--- src/rtl/serial_code_tx_pkg.sv ---
// ---------------------------------------------------------------------------
// serial_code_tx_pkg
// Shared definitions for the serial code-word transmitter: the FSM state
// encoding, the frame geometry, the line levels and a helper that maps an
// FSM state to the serial line level it drives.
// ---------------------------------------------------------------------------
package serial_code_tx_pkg;

  localparam int unsigned FRAME_BITS = 6;  // start + 3 data + parity + stop
  localparam int unsigned DATA_BITS  = 3;

  localparam logic IDLE_LEVEL  = 1'b0;
  localparam logic START_LEVEL = 1'b1;
  localparam logic STOP_LEVEL  = 1'b0;

  typedef enum logic [2:0] {
    S_IDLE,
    S_START,
    S_DATA,
    S_PARITY,
    S_STOP
  } state_t;

  // Index of the data bit on the line; counts DATA_BITS-1 down to 0.
  typedef logic [1:0] idx_t;

  // Line level for a given state. Data bits go out MSB first, and the
  // parity bit makes the XOR of the three data bits plus parity zero.
  function automatic logic frame_level(input state_t                 state,
                                       input logic [DATA_BITS-1:0] code,
                                       input idx_t                 idx);
    logic level;
    case (state)
      S_START:  level = START_LEVEL;
      S_DATA:   level = code[idx];
      S_PARITY: level = ^code;
      S_STOP:   level = STOP_LEVEL;
      default:  level = IDLE_LEVEL;
    endcase
    return level;
  endfunction

endpackage

--- src/rtl/serial_code_tx_bit_tick_counter.sv ---
// ---------------------------------------------------------------------------
// bit_tick_counter
// Counts clock cycles within one serial bit, 0..BIT_TICKS-1, and wraps to 0
// after the terminal count.
//   clk       : clock, rising edge
//   rst       : synchronous active-high reset
//   clear     : hold the count at 0 (used while the line is idle)
//   tick_done : high in the last cycle of the current bit
// ---------------------------------------------------------------------------
module bit_tick_counter #(
  parameter int unsigned BIT_TICKS = 4
) (
  input  logic clk,
  input  logic rst,
  input  logic clear,
  output logic tick_done
);

  localparam logic [7:0] LAST_TICK = 8'(BIT_TICKS - 1);

  logic [7:0] r_count;

  assign tick_done = (r_count == LAST_TICK);

  // NOTE: sequential state is written with non-blocking assignments so every
  // register samples its inputs from before the edge, regardless of order.
  always_ff @(posedge clk) begin
    if (rst) begin
      r_count <= '0;
    end else if (clear || tick_done) begin
      r_count <= '0;
    end else begin
      r_count <= r_count + 8'd1;
    end
  end

endmodule

--- src/rtl/serial_code_tx.sv ---
// ---------------------------------------------------------------------------
// serial_code_tx
// Serializes a 3-bit code word as a 6-bit frame:
//   start(1), code[2], code[1], code[0], even parity, stop(0)
// with every bit held for BIT_TICKS cycles. The line idles at 0.
//   clk      : clock, rising edge
//   rst      : synchronous active-high reset
//   in_valid : code word offered
//   in_code  : code word, captured on accept (in_valid & in_ready)
//   in_ready : combinational, high in IDLE while not in reset
//   sout     : registered serial line
//   busy     : frame in progress
//   done     : one-cycle pulse in the last cycle of the stop bit
// ---------------------------------------------------------------------------
module serial_code_tx
  import serial_code_tx_pkg::*;
#(
  parameter int unsigned BIT_TICKS = 4
) (
  input  logic                 clk,
  input  logic                 rst,
  input  logic                 in_valid,
  input  logic [DATA_BITS-1:0] in_code,
  output logic                 in_ready,
  output logic                 sout,
  output logic                 busy,
  output logic                 done
);

  state_t               r_state;
  logic [DATA_BITS-1:0] r_code;
  idx_t                 r_idx;
  logic                 r_sout;

  state_t               w_next_state;
  logic [DATA_BITS-1:0] w_next_code;
  idx_t                 w_next_idx;
  logic                 w_next_sout;
  logic                 w_tick_done;
  logic                 w_accept;

  // The counter sits at 0 throughout IDLE, so the start bit gets a full
  // BIT_TICKS cycles counted from the accept edge.
  bit_tick_counter #(
    .BIT_TICKS (BIT_TICKS)
  ) u_tick (
    .clk       (clk),
    .rst       (rst),
    .clear     (r_state == S_IDLE),
    .tick_done (w_tick_done)
  );

  assign in_ready = (r_state == S_IDLE) && !rst;
  assign w_accept = in_valid && in_ready;
  assign busy     = (r_state != S_IDLE);
  assign done     = (r_state == S_STOP) && w_tick_done;
  assign sout     = r_sout;

  // NOTE: every signal driven here gets a default first, so no path through
  // the case statement can leave one unassigned and infer a latch.
  always_comb begin
    w_next_state = r_state;
    w_next_code  = r_code;
    w_next_idx   = r_idx;
    case (r_state)
      S_IDLE: begin
        if (w_accept) begin
          w_next_state = S_START;
          w_next_code  = in_code;
        end
      end
      S_START: begin
        if (w_tick_done) begin
          w_next_state = S_DATA;
          w_next_idx   = idx_t'(DATA_BITS - 1);
        end
      end
      S_DATA: begin
        if (w_tick_done) begin
          if (r_idx == '0) begin
            w_next_state = S_PARITY;
          end else begin
            w_next_idx = r_idx - idx_t'(1);
          end
        end
      end
      S_PARITY: begin
        if (w_tick_done) begin
          w_next_state = S_STOP;
        end
      end
      S_STOP: begin
        if (w_tick_done) begin
          w_next_state = S_IDLE;
        end
      end
      default: begin
        w_next_state = S_IDLE;
      end
    endcase
    // The line level is derived from the next state so that sout can be a
    // register and still show the start bit one cycle after the accept edge.
    w_next_sout = frame_level(w_next_state, w_next_code, w_next_idx);
  end

  always_ff @(posedge clk) begin
    if (rst) begin
      r_state <= S_IDLE;
      r_code  <= '0;
      r_idx   <= '0;
      r_sout  <= IDLE_LEVEL;
    end else begin
      r_state <= w_next_state;
      r_code  <= w_next_code;
      r_idx   <= w_next_idx;
      r_sout  <= w_next_sout;
    end
  end

endmodule

--- config.mk ---
export PLATFORM = sky130hd
export DESIGN_NAME = serial_code_tx
export DESIGN_NICKNAME = d
export VERILOG_FILES = /design/src/rtl/serial_code_tx_pkg.sv /design/src/rtl/serial_code_tx_bit_tick_counter.sv /design/src/rtl/serial_code_tx.sv
export SDC_FILE = /design/constraint.sdc
export NUM_CORES = 1
export LEC_CHECK = 0
export CORE_MARGIN = 3
export CORE_UTILIZATION = 36
export CTS_BUF_LIST = sky130_fd_sc_hd__clkbuf_8
export CTS_CLUSTER_DIAMETER = 60
export DETAILED_ROUTE_END_ITERATION = 8
export REMOVE_ABC_BUFFERS = 1
export SKIP_CTS_REPAIR_TIMING = 1
export SLEW_MARGIN = 20
export SYNTH_ARGS = -nofsm -noshare
export SYNTH_HDL_FRONTEND = slang
export SYNTH_SLANG_ARGS = --single-unit
--- constraint.sdc ---
create_clock -name clk -period 3.05 [get_ports clk]
set_input_delay 0.61 -clock clk [delete_from_list [all_inputs] [get_ports clk]]
set_output_delay 0.61 -clock clk [all_outputs]
set_load 0.01 [all_outputs]
==> results of run 1 <==
==> cell usage in the layout (no fill, tap or decap), types with 2 or more instances in the layout <==
master / count
nor2_1: 17
dfxtp_1: 17
clkdlybuf4s50_1: 9
nand2_1: 8
xnor2_1: 8
nand3_1: 7
a21oi_1: 5
xor2_1: 4
nor3_1: 3
clkbuf_8: 3
nor4_1: 2
or4_4: 2
inv_1: 2
==> logic make-up after synthesis <==
group           after synthesis  synth area share, %
fa+ha+maj                     1                1.441
compound gates               16                14.55
simple gates                 48                28.53
flops                        17                39.19
buf+inv                       6                3.025
mux                           1                1.153
xor+xnor                     12                12.10
==> where the power goes <==
group | leakage, nW | internal, mW | switching (mW)
clock | 0.0217 | 0.0919 | 0.0784
combinational | 0.196 | 0.0254 | 0.0214
sequential | 0.138 | 0.227 | 0.00468
total | 0.356 | 0.344 | 0.104
==> worst max path at each step <==
stage,endpoint,cells past startpoint
after floorplan,sout$_SDFF_PP0_,5
after global placement,in_ready,3
after detailed placement,in_ready,3
after CTS,done,5
after global routing,done,5
final,in_ready,3
==> worst max-delay path, delay by kind of cell <==
family                 cells  cell delay [ns]
and+or+nand+nor            1             0.45
buffers and inverters      2             1.07
==> routing by layer <==
metal / vias to the layer above / routed length [µm] / track usage, %
li1: 379 / - / -
met1: 340 / 825 / 16.72
met5: - / 0 / 0
met2: 9 / 825 / 22.24
met4: 0 / 21 / 4.858
met3: 2 / 67 / 5.630
==> per-stage QoR <==
| step | area, µm² | instances | utilization (%) |
|---|---|---|---|
| floorplan | 849.6 | 97 | - |
| global placement | 982.2 | 135 | 43.56 |
| detailed placement | 982.2 | 135 | 43.56 |
| CTS | 1031 | 139 | 45.73 |
| global route | 1031 | 139 | 45.73 |
| finish | 1031 | 139 | 45.73 |
==> area by class of cell <==
type                            count  area [µm²]  area share [%]
Clock inverter                      1       7.507          0.7282
Tap cell                           28       35.03           3.398
Timing Repair Buffer               10       97.59           9.466
Clock buffer                        3       41.29           4.005
Multi-Input combinational cell     78       501.7           48.66
Inverter                            2       7.507          0.7282
Sequential cell                    17       340.3           33.01
==> state kept, by name, summed over array words and instances (netlist names) <==
register / cells
u_tick.r_count: 8
r_code: 3
r_state: 3
r_idx: 2
sout: 1
==> impl_summary.txt, run 1 <==
----------------------------------------------------
[Outcome]
  Outcome ... completed

[STA]
  Fmax achieved ... 364.4 MHz
  Tightest hold margin ... 0.4470 ns
  Ratio of final minimum period to clock period ... 89.97%
  Hold Violations, Final ... 0
  Largest clock skew in the final design ... 0.003442 ns
  Total negative slack ... 0 ns
  Final critical delay including setup and external delays ... 2.744 ns
  Count of endpoints failing setup in the final report ... 0
  Setup ws final ... 0.3058 ns
  RSZ-0062 raised after global routing ... false
  Tightest Pin Transition ... 0.5762 ns
  Max-slew violation count ... 0
  Max-slew headroom ... 61.23%

[Clock network]
  Number of clock sinks ... 17
  Clk slew on worst S/H paths ... 0.06 ns
  Worst-Skew Late Latency ... 0.25 ns
  H-tree depth reported by CTS ... 1
  Root buf cell ... clkbuf_8
  TritonCTS clock tree ... yes
  Total CTS buffers ... 3
  Bufs on Longest Clock Path ... 2

[Setup path]
  WS Path Type ... primary input to output pin
  Worst path max stage delay ... 0.65 ns
  Worst-path maximum fanout ... 4
  Endpoint class of the critical path ... output pin
  Startpoint kind of the worst setup timing path ... primary input
  Slowest stage cell, crit path ... clkdlybuf4s50_1
  First element of the critical path ... rst
  Cells on worst reg2reg path ... 6
  Reg2reg setup slack ... 0.85 ns
  List of cells traversed by the critical path ... clkdlybuf4s50_1 -> nor4_1 -> clkdlybuf4s50_1
  Required arrival time at the worst endpoint ... 2.44 ns
  CP dominant cell by count ... clkdlybuf4s50_1
  Reg-to-reg startpoint ... u_tick.r_count[0]$_SDFF_PP0_
  Arrival time reported for the critical path endpoint ... 2.13 ns
  Critical R2R Capture ... sout$_SDFF_PP0_

[Yosys]
  Cell type contributing the most total cell area after synthesis ... dfxtp_1
  Instance count of the mapped netlist ... 101
  Top flip-flop cell by instance count after synthesis ... dfxtp_1
  Number of different library cells in the post-synthesis netlist ... 35
  Area share of the leading cell type in the synthesized netlist ... 39.19%
  Area of the mapped netlist ... 868.3 µm²
  Number of synthesized register bits ... 17
  Sequential element share of the synthesized area ... 39.19%
  Top post-synthesis cells by area ... dfxtp_1, xnor2_1, nor2_1
  Asr flop ratio synth ... 0%
  Number of enable-type register cells in the synthesized netlist ... 0
  Top post-synthesis cells by count ... dfxtp_1, nor2_1, nand2_1, xnor2_1, nand3_1
  Count of yosys warnings during synthesis ... 0
  Average cell area after synthesis ... 8.597 µm²

[Worst hold path]
  Cell depth of the worst min-delay path ... 1
  Hold Path End ... u_tick.r_count[0]$_SDFF_PP0_
  Worst Hold Launch ... u_tick.r_count[0]$_SDFF_PP0_
  Worst hold path type ... flip-flop to flip-flop

[Power and ir drop]
  Worst vdd rail ir drop ... 0.3277 mV
  Total power after layout ... 0.4484 mW
  Cell Pwr Density ... 434.9 nW/µm²
  Pleak ... 0.3559 nW

[Global routing]
  Wire length of the first global-routing pass ... 2953 µm
  Largest net degree at the start of global routing ... 12
  GRT Util Overall ... 13.90%
  Via count of the first global-routing pass ... 679
  Grt ovf ... 0
  Antenna violations before repair ... 0

[Floorplan]
  Die Y-Extent ... 55.11 µm
  Rows ... 17
  Die X ... 55.11 µm
  Starting Density ... 38.51%
  Core Area ... 2255 µm²
  Die footprint ... 3037 µm²
  I/O pin total ... 10

[Place]
  Post-placement setup slack ... 0.3077 ns
  IO buf count ... 9
  Final estimated routing congestion in global placement ... 0.8078
  DP Wirelength ... 1321 µm

[Run]
  Max-cap viol count ... 0

[Route]
  DRT antenna net count ... 0
  Total routed wirelength ... 1740 µm
  Wirelength per Cell ... 12.52 µm
  Router iterations before antenna repair ... 4
  Number of remaining DRC errors ... 0
  Iteration-0 DRC count of the detailed router ... 11
  Vias post-DR ... 730
  Detail-routed via count per cell ... 5.252

[Final layout]
  Area growth from synthesis to final layout ... 18.73%
  Antenna diode count ... 0
  Fraction of final layout cells with drive strength greater than 1 ... 9.910%
  Filler instances ... 235
  Final #Nets ... 119

----------------------------------------------------
No activity file was read; power rests on OpenSTA's default activity.
==> inputs of run 2 (changes only) <==
--- a/config.mk
+++ b/config.mk
@@ -7,7 +7,7 @@
 export LEC_CHECK = 0
 export CORE_MARGIN = 3
 export CORE_UTILIZATION = 36
-export CTS_BUF_LIST = sky130_fd_sc_hd__clkbuf_8
+export CTS_BUF_LIST = sky130_fd_sc_hd__clkbuf_4
 export CTS_CLUSTER_DIAMETER = 60
 export DETAILED_ROUTE_END_ITERATION = 8
 export REMOVE_ABC_BUFFERS = 1
==> impl_summary.txt, run 2 (synthesis results as in run 1) <==
----------------------------------------------------
[Outcome]
  Outcome ... completed (unchanged)

[Floorplan]
  Die X ... 55.11 µm (unchanged)
  Rows ... 17 (unchanged)
  I/O pin total ... 10 (unchanged)
  Die Y-Extent ... 55.11 µm (unchanged)
  Starting Density ... 38.51% (unchanged)
  Core Area ... 2255 µm² (unchanged)
  Die footprint ... 3037 µm² (unchanged)

[Setup path]
  Worst-path maximum fanout ... 6 (was 4)
  Worst path max stage delay ... 0.54 ns (was 0.65 ns)
  Arrival time reported for the critical path endpoint ... 2.18 ns (was 2.13 ns)
  Startpoint kind of the worst setup timing path ... flip-flop (was primary input)
  Slowest stage cell, crit path ... clkdlybuf4s50_1 (unchanged)
  Endpoint class of the critical path ... output pin (unchanged)
  List of cells traversed by the critical path ... ha_1 -> nor3b_1 -> nand2_1 -> nor2_1 -> clkdlybuf4s50_1 (was clkdlybuf4s50_1 -> nor4_1 -> clkdlybuf4s50_1)
  Largest delay contributor family on the critical path ... simple AND/OR/NAND/NOR gates (was buffers and inverters)
  WS Path Type ... flip-flop to output pin (was primary input to output pin)
  Sum of buffers and inverters on the critical path ... 1 (was 2)
  Required arrival time at the worst endpoint ... 2.44 ns (about the same)

[Global routing]
  GRT Util Overall ... 14.12% (was 13.90%)
  Largest net degree at the start of global routing ... 12 (unchanged)
  Grt ovf ... 0 (unchanged)
  Antenna violations before repair ... 0 (unchanged)
  Wire length of the first global-routing pass ... 2973 µm (was 2953 µm)
  Via count of the first global-routing pass ... 680 (was 679)

[STA]
  Total negative slack ... 0 ns (unchanged)
  Largest clock skew in the final design ... 0.002260 ns (was 0.003442 ns)
  Count of endpoints failing setup in the final report ... 0 (unchanged)
  Tightest Pin Transition ... 0.5750 ns (was 0.5762 ns)
  Final critical delay including setup and external delays ... 2.790 ns (was 2.744 ns)
  RSZ-0062 raised after global routing ... false (unchanged)
  Max-slew violation count ... 0 (unchanged)
  Ratio of final minimum period to clock period ... 91.48% (was 89.97%)
  Hold Violations, Final ... 0 (unchanged)
  Max-slew headroom ... 61.31% (was 61.23%)
  Fmax achieved ... 358.4 MHz (was 364.4 MHz)

[Clock network]
  Number of clock sinks ... 17 (unchanged)
  Bufs on Longest Clock Path ... 2 (unchanged)
  TritonCTS clock tree ... yes (unchanged)
  Root buf cell ... clkbuf_4 (was clkbuf_8)
  Total CTS buffers ... 3 (unchanged)
  H-tree depth reported by CTS ... 1 (unchanged)
  Clk slew on worst S/H paths ... 0.10 ns (was 0.06 ns)
  Worst-Skew Late Latency ... 0.30 ns (was 0.25 ns)

[Final layout]
  Register with the highest flop count ... u_tick.r_count (unchanged)
  Largest registers ... u_tick.r_count x8, r_code x3, r_state x3 (unchanged)
  Area growth from synthesis to final layout ... 16.57% (was 18.73%)
  Max reg flops ... 8 (unchanged)
  Commonest non-fill, non-tap cells in the layout ... nor2_1, dfxtp_1, clkdlybuf4s50_1 (unchanged)
  Final #Nets ... 119 (unchanged)
  Antenna diode count ... 0 (unchanged)
  Fraction of final layout cells with drive strength greater than 1 ... 9.910% (unchanged)
  Post-layout instance area ... 1012 µm² (was 1031 µm²)

[Route]
  Number of remaining DRC errors ... 0 (unchanged)
  Router iterations before antenna repair ... 4 (unchanged)
  DRT antenna net count ... 0 (unchanged)
  Total routed wirelength ... 1745 µm (was 1740 µm)
  Vias post-DR ... 725 (was 730)
  Detail-routed via count per cell ... 5.216 (was 5.252)
  Wirelength per Cell ... 12.55 µm (was 12.52 µm)
  Iteration-0 DRC count of the detailed router ... 13 (was 11)

[Place]
  Final estimated routing congestion in global placement ... 0.8078 (unchanged)
  Post-placement cell area ... 982.2 µm² (unchanged)
  IO buf count ... 9 (unchanged)
  DP Wirelength ... 1321 µm (unchanged)

[Power and ir drop]
  Sw power ... 0.1022 mW (was 0.1045 mW)
  Net switching fraction of the power ... 25.29% (was 23.30%)
  Worst vdd rail ir drop ... 0.2788 mV (was 0.3277 mV)
  Pleak ... 0.3481 nW (was 0.3559 nW)
  Pint ... 0.3019 mW (was 0.3439 mW)
  Portion of total power attributed to the clock network ... 31.2% (was 38.0%)
  Cell Pwr Density ... 399.3 nW/µm² (was 434.9 nW/µm²)
  Sequential share of power ... 57.2% (was 51.6%)
  Combinational group share of total power ... 11.5% (was 10.4%)

[Run]
  Max-cap viol count ... 0 (unchanged)

[Worst hold path]
  Worst hold path type ... flip-flop to flip-flop (unchanged)

----------------------------------------------------
-- run 2: stage by stage --
stage                     utilization (%)  worst slack [ns]  power [mW]  hold slack (ns)  instances
after floorplan                         -            0.8455      0.2621           0.4176         97
after global placement              43.56            0.3799      0.2831           0.4316        135
after detailed placement            43.56            0.3077      0.2834           0.4448        135
after CTS                           44.89            0.2324      0.4130           0.4612        139
after global routing                44.89           0.04798      0.4257           0.4889        139
final                               44.89            0.2599      0.4042           0.4522        139
-- run 2: final timing paths --
path | startpoint | to | slack (ns) | cells past startpoint
max | u_tick.r_count[0]$_SDFF_PP0_ | done | 0.26 | 5
min | u_tick.r_count[0]$_SDFF_PP0_ | u_tick.r_count[0]$_SDFF_PP0_ | 0.45 | 1
max reg2reg | u_tick.r_count[0]$_SDFF_PP0_ | sout$_SDFF_PP0_ | 0.84 | 6
min reg2reg | u_tick.r_count[0]$_SDFF_PP0_ | u_tick.r_count[0]$_SDFF_PP0_ | 0.45 | 1
-- run 2: per-layer routing --
metal | global-route usage, % | vias to the layer above | part of all wire (%)
met2 | 22.24 | 9 | 47
met5 | 0 | - | 0
met1 | 16.88 | 331 | 47
met3 | 5.630 | 4 | 4.1
li1 | - | 381 | -
met4 | 6.073 | 0 | 1.8
-- run 2: area by class of cell --
| class | instances | area, µm² |
|---|---|---|
| clock buffers | 3 | 22.52 |
| clock inverters | 1 | 7.507 |
| fillers | 241 | 1242 |
| inverters | 2 | 7.507 |
| multi-input cells | 78 | 501.7 |
| flip-flops and latches | 17 | 340.3 |
| well taps | 28 | 35.03 |
| repair buffers | 10 | 97.59 |
-- run 2: power groups by stage --
stage                     clock [mW]  combinational, mW  sequential [mW]
after floorplan                    0             0.0263            0.236
after global placement             0             0.0466            0.236
final                          0.126             0.0467            0.231
after CTS                      0.135             0.0472            0.231
after detailed placement           0             0.0471            0.236
after global routing           0.142             0.0518            0.232
-- run 2: worst reg2reg max path, cell delays in order, from the launching register on --
cell,delay [ns]
dfxtp_1,0.36
ha_1,0.22
nor3b_1,0.36
nand2_1,0.24
o311a_1,0.47
a211o_1,0.25
a41o_1,0.22
==> inputs of run 3 (changes only) <==
--- a/config.mk
+++ b/config.mk
@@ -5,14 +5,14 @@
 export SDC_FILE = /design/constraint.sdc
 export NUM_CORES = 1
 export LEC_CHECK = 0
-export CORE_MARGIN = 3
-export CORE_UTILIZATION = 36
+export CORE_MARGIN = 2
+export CORE_UTILIZATION = 60
 export CTS_BUF_LIST = sky130_fd_sc_hd__clkbuf_4
 export CTS_CLUSTER_DIAMETER = 60
 export DETAILED_ROUTE_END_ITERATION = 8
+export PLACE_DENSITY = 0.85
 export REMOVE_ABC_BUFFERS = 1
 export SKIP_CTS_REPAIR_TIMING = 1
-export SLEW_MARGIN = 20
 export SYNTH_ARGS = -nofsm -noshare
 export SYNTH_HDL_FRONTEND = slang
 export SYNTH_SLANG_ARGS = --single-unit
==> impl_summary.txt, run 3 (synthesis results as in run 1) <==
----------------------------------------------------
[STA]
  Hold Violations, Final ... 0 (unchanged)
  Largest clock skew in the final design ... 0.0006546 ns (was 0.002260 ns)
  RSZ-0062 raised after global routing ... false (unchanged)
  Count of endpoints failing setup in the final report ... 0 (unchanged)
  Fmax achieved ... 360.2 MHz (was 358.4 MHz)
  Ratio of final minimum period to clock period ... 91.01% (was 91.48%)
  Total negative slack ... 0 ns (unchanged)
  Max-slew headroom ... 58.28% (was 61.31%)
  Max-slew violation count ... 0 (unchanged)
  Tightest Pin Transition ... 0.6201 ns (was 0.5750 ns)
  Tightest hold margin ... 0.4508 ns (was 0.4522 ns)
  Final critical delay including setup and external delays ... 2.776 ns (was 2.790 ns)

[Clock network]
  Number of clock sinks ... 17 (unchanged)
  Root buf cell ... clkbuf_4 (unchanged)
  Clk slew on worst S/H paths ... 0.10 ns (about the same)
  H-tree depth reported by CTS ... 1 (unchanged)
  Bufs on Longest Clock Path ... 2 (unchanged)
  Total CTS buffers ... 3 (unchanged)
  Worst-Skew Late Latency ... 0.29 ns (was 0.30 ns)
  TritonCTS clock tree ... yes (unchanged)

[Global routing]
  Antenna violations before repair ... 0 (unchanged)
  Grt ovf ... 0 (unchanged)
  Largest net degree at the start of global routing ... 11 (was 12)
  Wire length of the first global-routing pass ... 2904 µm (was 2973 µm)
  GRT Util Overall ... 21.07% (was 14.12%)
  Via count of the first global-routing pass ... 708 (was 680)

[Floorplan]
  Starting Density ... 65.10% (was 38.51%)
  Die footprint ... 1767 µm² (was 3037 µm²)
  Die X ... 42.04 µm (was 55.11 µm)
  Core Area ... 1334 µm² (was 2255 µm²)
  Die Y-Extent ... 42.04 µm (was 55.11 µm)
  Rows ... 13 (was 17)
  I/O pin total ... 10 (unchanged)

[Final layout]
  Register with the highest flop count ... u_tick.r_count (unchanged)
  Max reg flops ... 8 (unchanged)
  Area growth from synthesis to final layout ... 14.41% (was 16.57%)
  Final #Nets ... 119 (unchanged)
  Fraction of final layout cells with drive strength greater than 1 ... 9.910% (unchanged)
  Commonest non-fill, non-tap cells in the layout ... nor2_1, dfxtp_1, clkdlybuf4s50_1 (unchanged)
  Antenna diode count ... 0 (unchanged)
  Largest registers ... u_tick.r_count x8, r_code x3, r_state x3 (unchanged)

[Setup path]
  Cells on worst reg2reg path ... 6 (unchanged)
  Critical R2R Capture ... sout$_SDFF_PP0_ (unchanged)
  Reg-to-reg startpoint ... u_tick.r_count[0]$_SDFF_PP0_ (unchanged)
  Arrival time reported for the critical path endpoint ... 2.17 ns (was 2.18 ns)
  Reg2reg setup slack ... 0.83 ns (was 0.84 ns)
  Required arrival time at the worst endpoint ... 2.44 ns (about the same)
  Worst-path maximum fanout ... 4 (was 6)
  Endpoint class of the critical path ... output pin (unchanged)
  Startpoint kind of the worst setup timing path ... primary input (was flip-flop)
  WS Path Type ... primary input to output pin (was flip-flop to output pin)

[Route]
  Router iterations before antenna repair ... 5 (was 4)
  Iteration-0 DRC count of the detailed router ... 27 (was 13)
  DRT antenna net count ... 0 (unchanged)
  Number of remaining DRC errors ... 0 (unchanged)
  Vias post-DR ... 763 (was 725)
  Wirelength per Cell ... 13.87 µm (was 12.55 µm)
  Detail-routed via count per cell ... 6.056 (was 5.216)
  Total routed wirelength ... 1747 µm (was 1745 µm)

[Worst hold path]
  Hold Path End ... u_tick.r_count[0]$_SDFF_PP0_ (unchanged)
  Cell depth of the worst min-delay path ... 1 (unchanged)
  Worst hold path type ... flip-flop to flip-flop (unchanged)
  Worst Hold Launch ... u_tick.r_count[0]$_SDFF_PP0_ (unchanged)

[Place]
  DP Wirelength ... 1244 µm (was 1321 µm)
  IO buf count ... 9 (unchanged)
  Final estimated routing congestion in global placement ... 0.7892 (was 0.8078)

[Power and ir drop]
  Pleak ... 0.3519 nW (was 0.3481 nW)
  Cell Pwr Density ... 402.0 nW/µm² (was 399.3 nW/µm²)
  Worst vdd rail ir drop ... 0.3413 mV (was 0.2788 mV)

[Outcome]
  Outcome ... completed (unchanged)

[Run]
  Max-cap viol count ... 0 (unchanged)

----------------------------------------------------
## run 3: changes by cell type in the layout (fill, tap and decap cells not counted), sizes merged
cell      change
clkinvlp      -1
clkinv        +1
## run 3: stage by stage
stage | utilization (%) | std cells | setup slack (ns) | instance area (µm²) | power [mW]
2_1_floorplan | - | 97 | 0.8455 | 849.6 | 0.2621
3_3_place_gp | 72.42 | 122 | 0.3892 | 965.9 | 0.2821
3_5_place_dp | 72.42 | 122 | 0.3093 | 965.9 | 0.2841
4_1_cts | 74.48 | 126 | 0.3093 | 993.5 | 0.4003
5_1_grt | 74.48 | 126 | 0.1229 | 993.5 | 0.4129
6_report | 74.48 | 126 | 0.2741 | 993.5 | 0.3994
## run 3: power by group
group          total, mW  internal, mW  switching, mW
logic             0.0475        0.0254         0.0222
clock network      0.120        0.0488         0.0713
registers          0.232         0.227        0.00525
total              0.399         0.301         0.0987
## run 3: how the worst max path moves through the flow
stage / depth (start not counted) / start / end / slack (ns)
2_1_floorplan: 5 / rst / sout$_SDFF_PP0_ / 0.85
6_report: 3 / rst / in_ready / 0.27
3_5_place_dp: 3 / rst / in_ready / 0.31
3_3_place_gp: 3 / rst / in_ready / 0.39
5_1_grt: 5 / u_tick.r_count[0]$_SDFF_PP0_ / done / 0.12
4_1_cts: 3 / rst / in_ready / 0.31
## run 3: layer usage
metal | track usage, % | vias up | routed length, µm
met5 | 0 | - | 0
li1 | - | 380 | -
met2 | 33.75 | 20 | 770
met1 | 28.85 | 357 | 874
met3 | 3.017 | 6 | 71
met4 | 8.125 | 0 | 30
## run 3: final cells by class
cell class                      count  area [µm²]
Clock inverter                      1       5.005
Tap cell                           15       18.77
Multi-Input combinational cell     78       501.7
Timing Repair Buffer               10       97.59
Fill cell                         111       340.3
Sequential cell                    17       340.3
Inverter                            2       7.507
Clock buffer                        3       22.52
## run 3: critical path, stage by stage
cell	delay [ns]
clkdlybuf4s50_1	0.42
nor4_1	0.47
clkdlybuf4s50_1	0.66
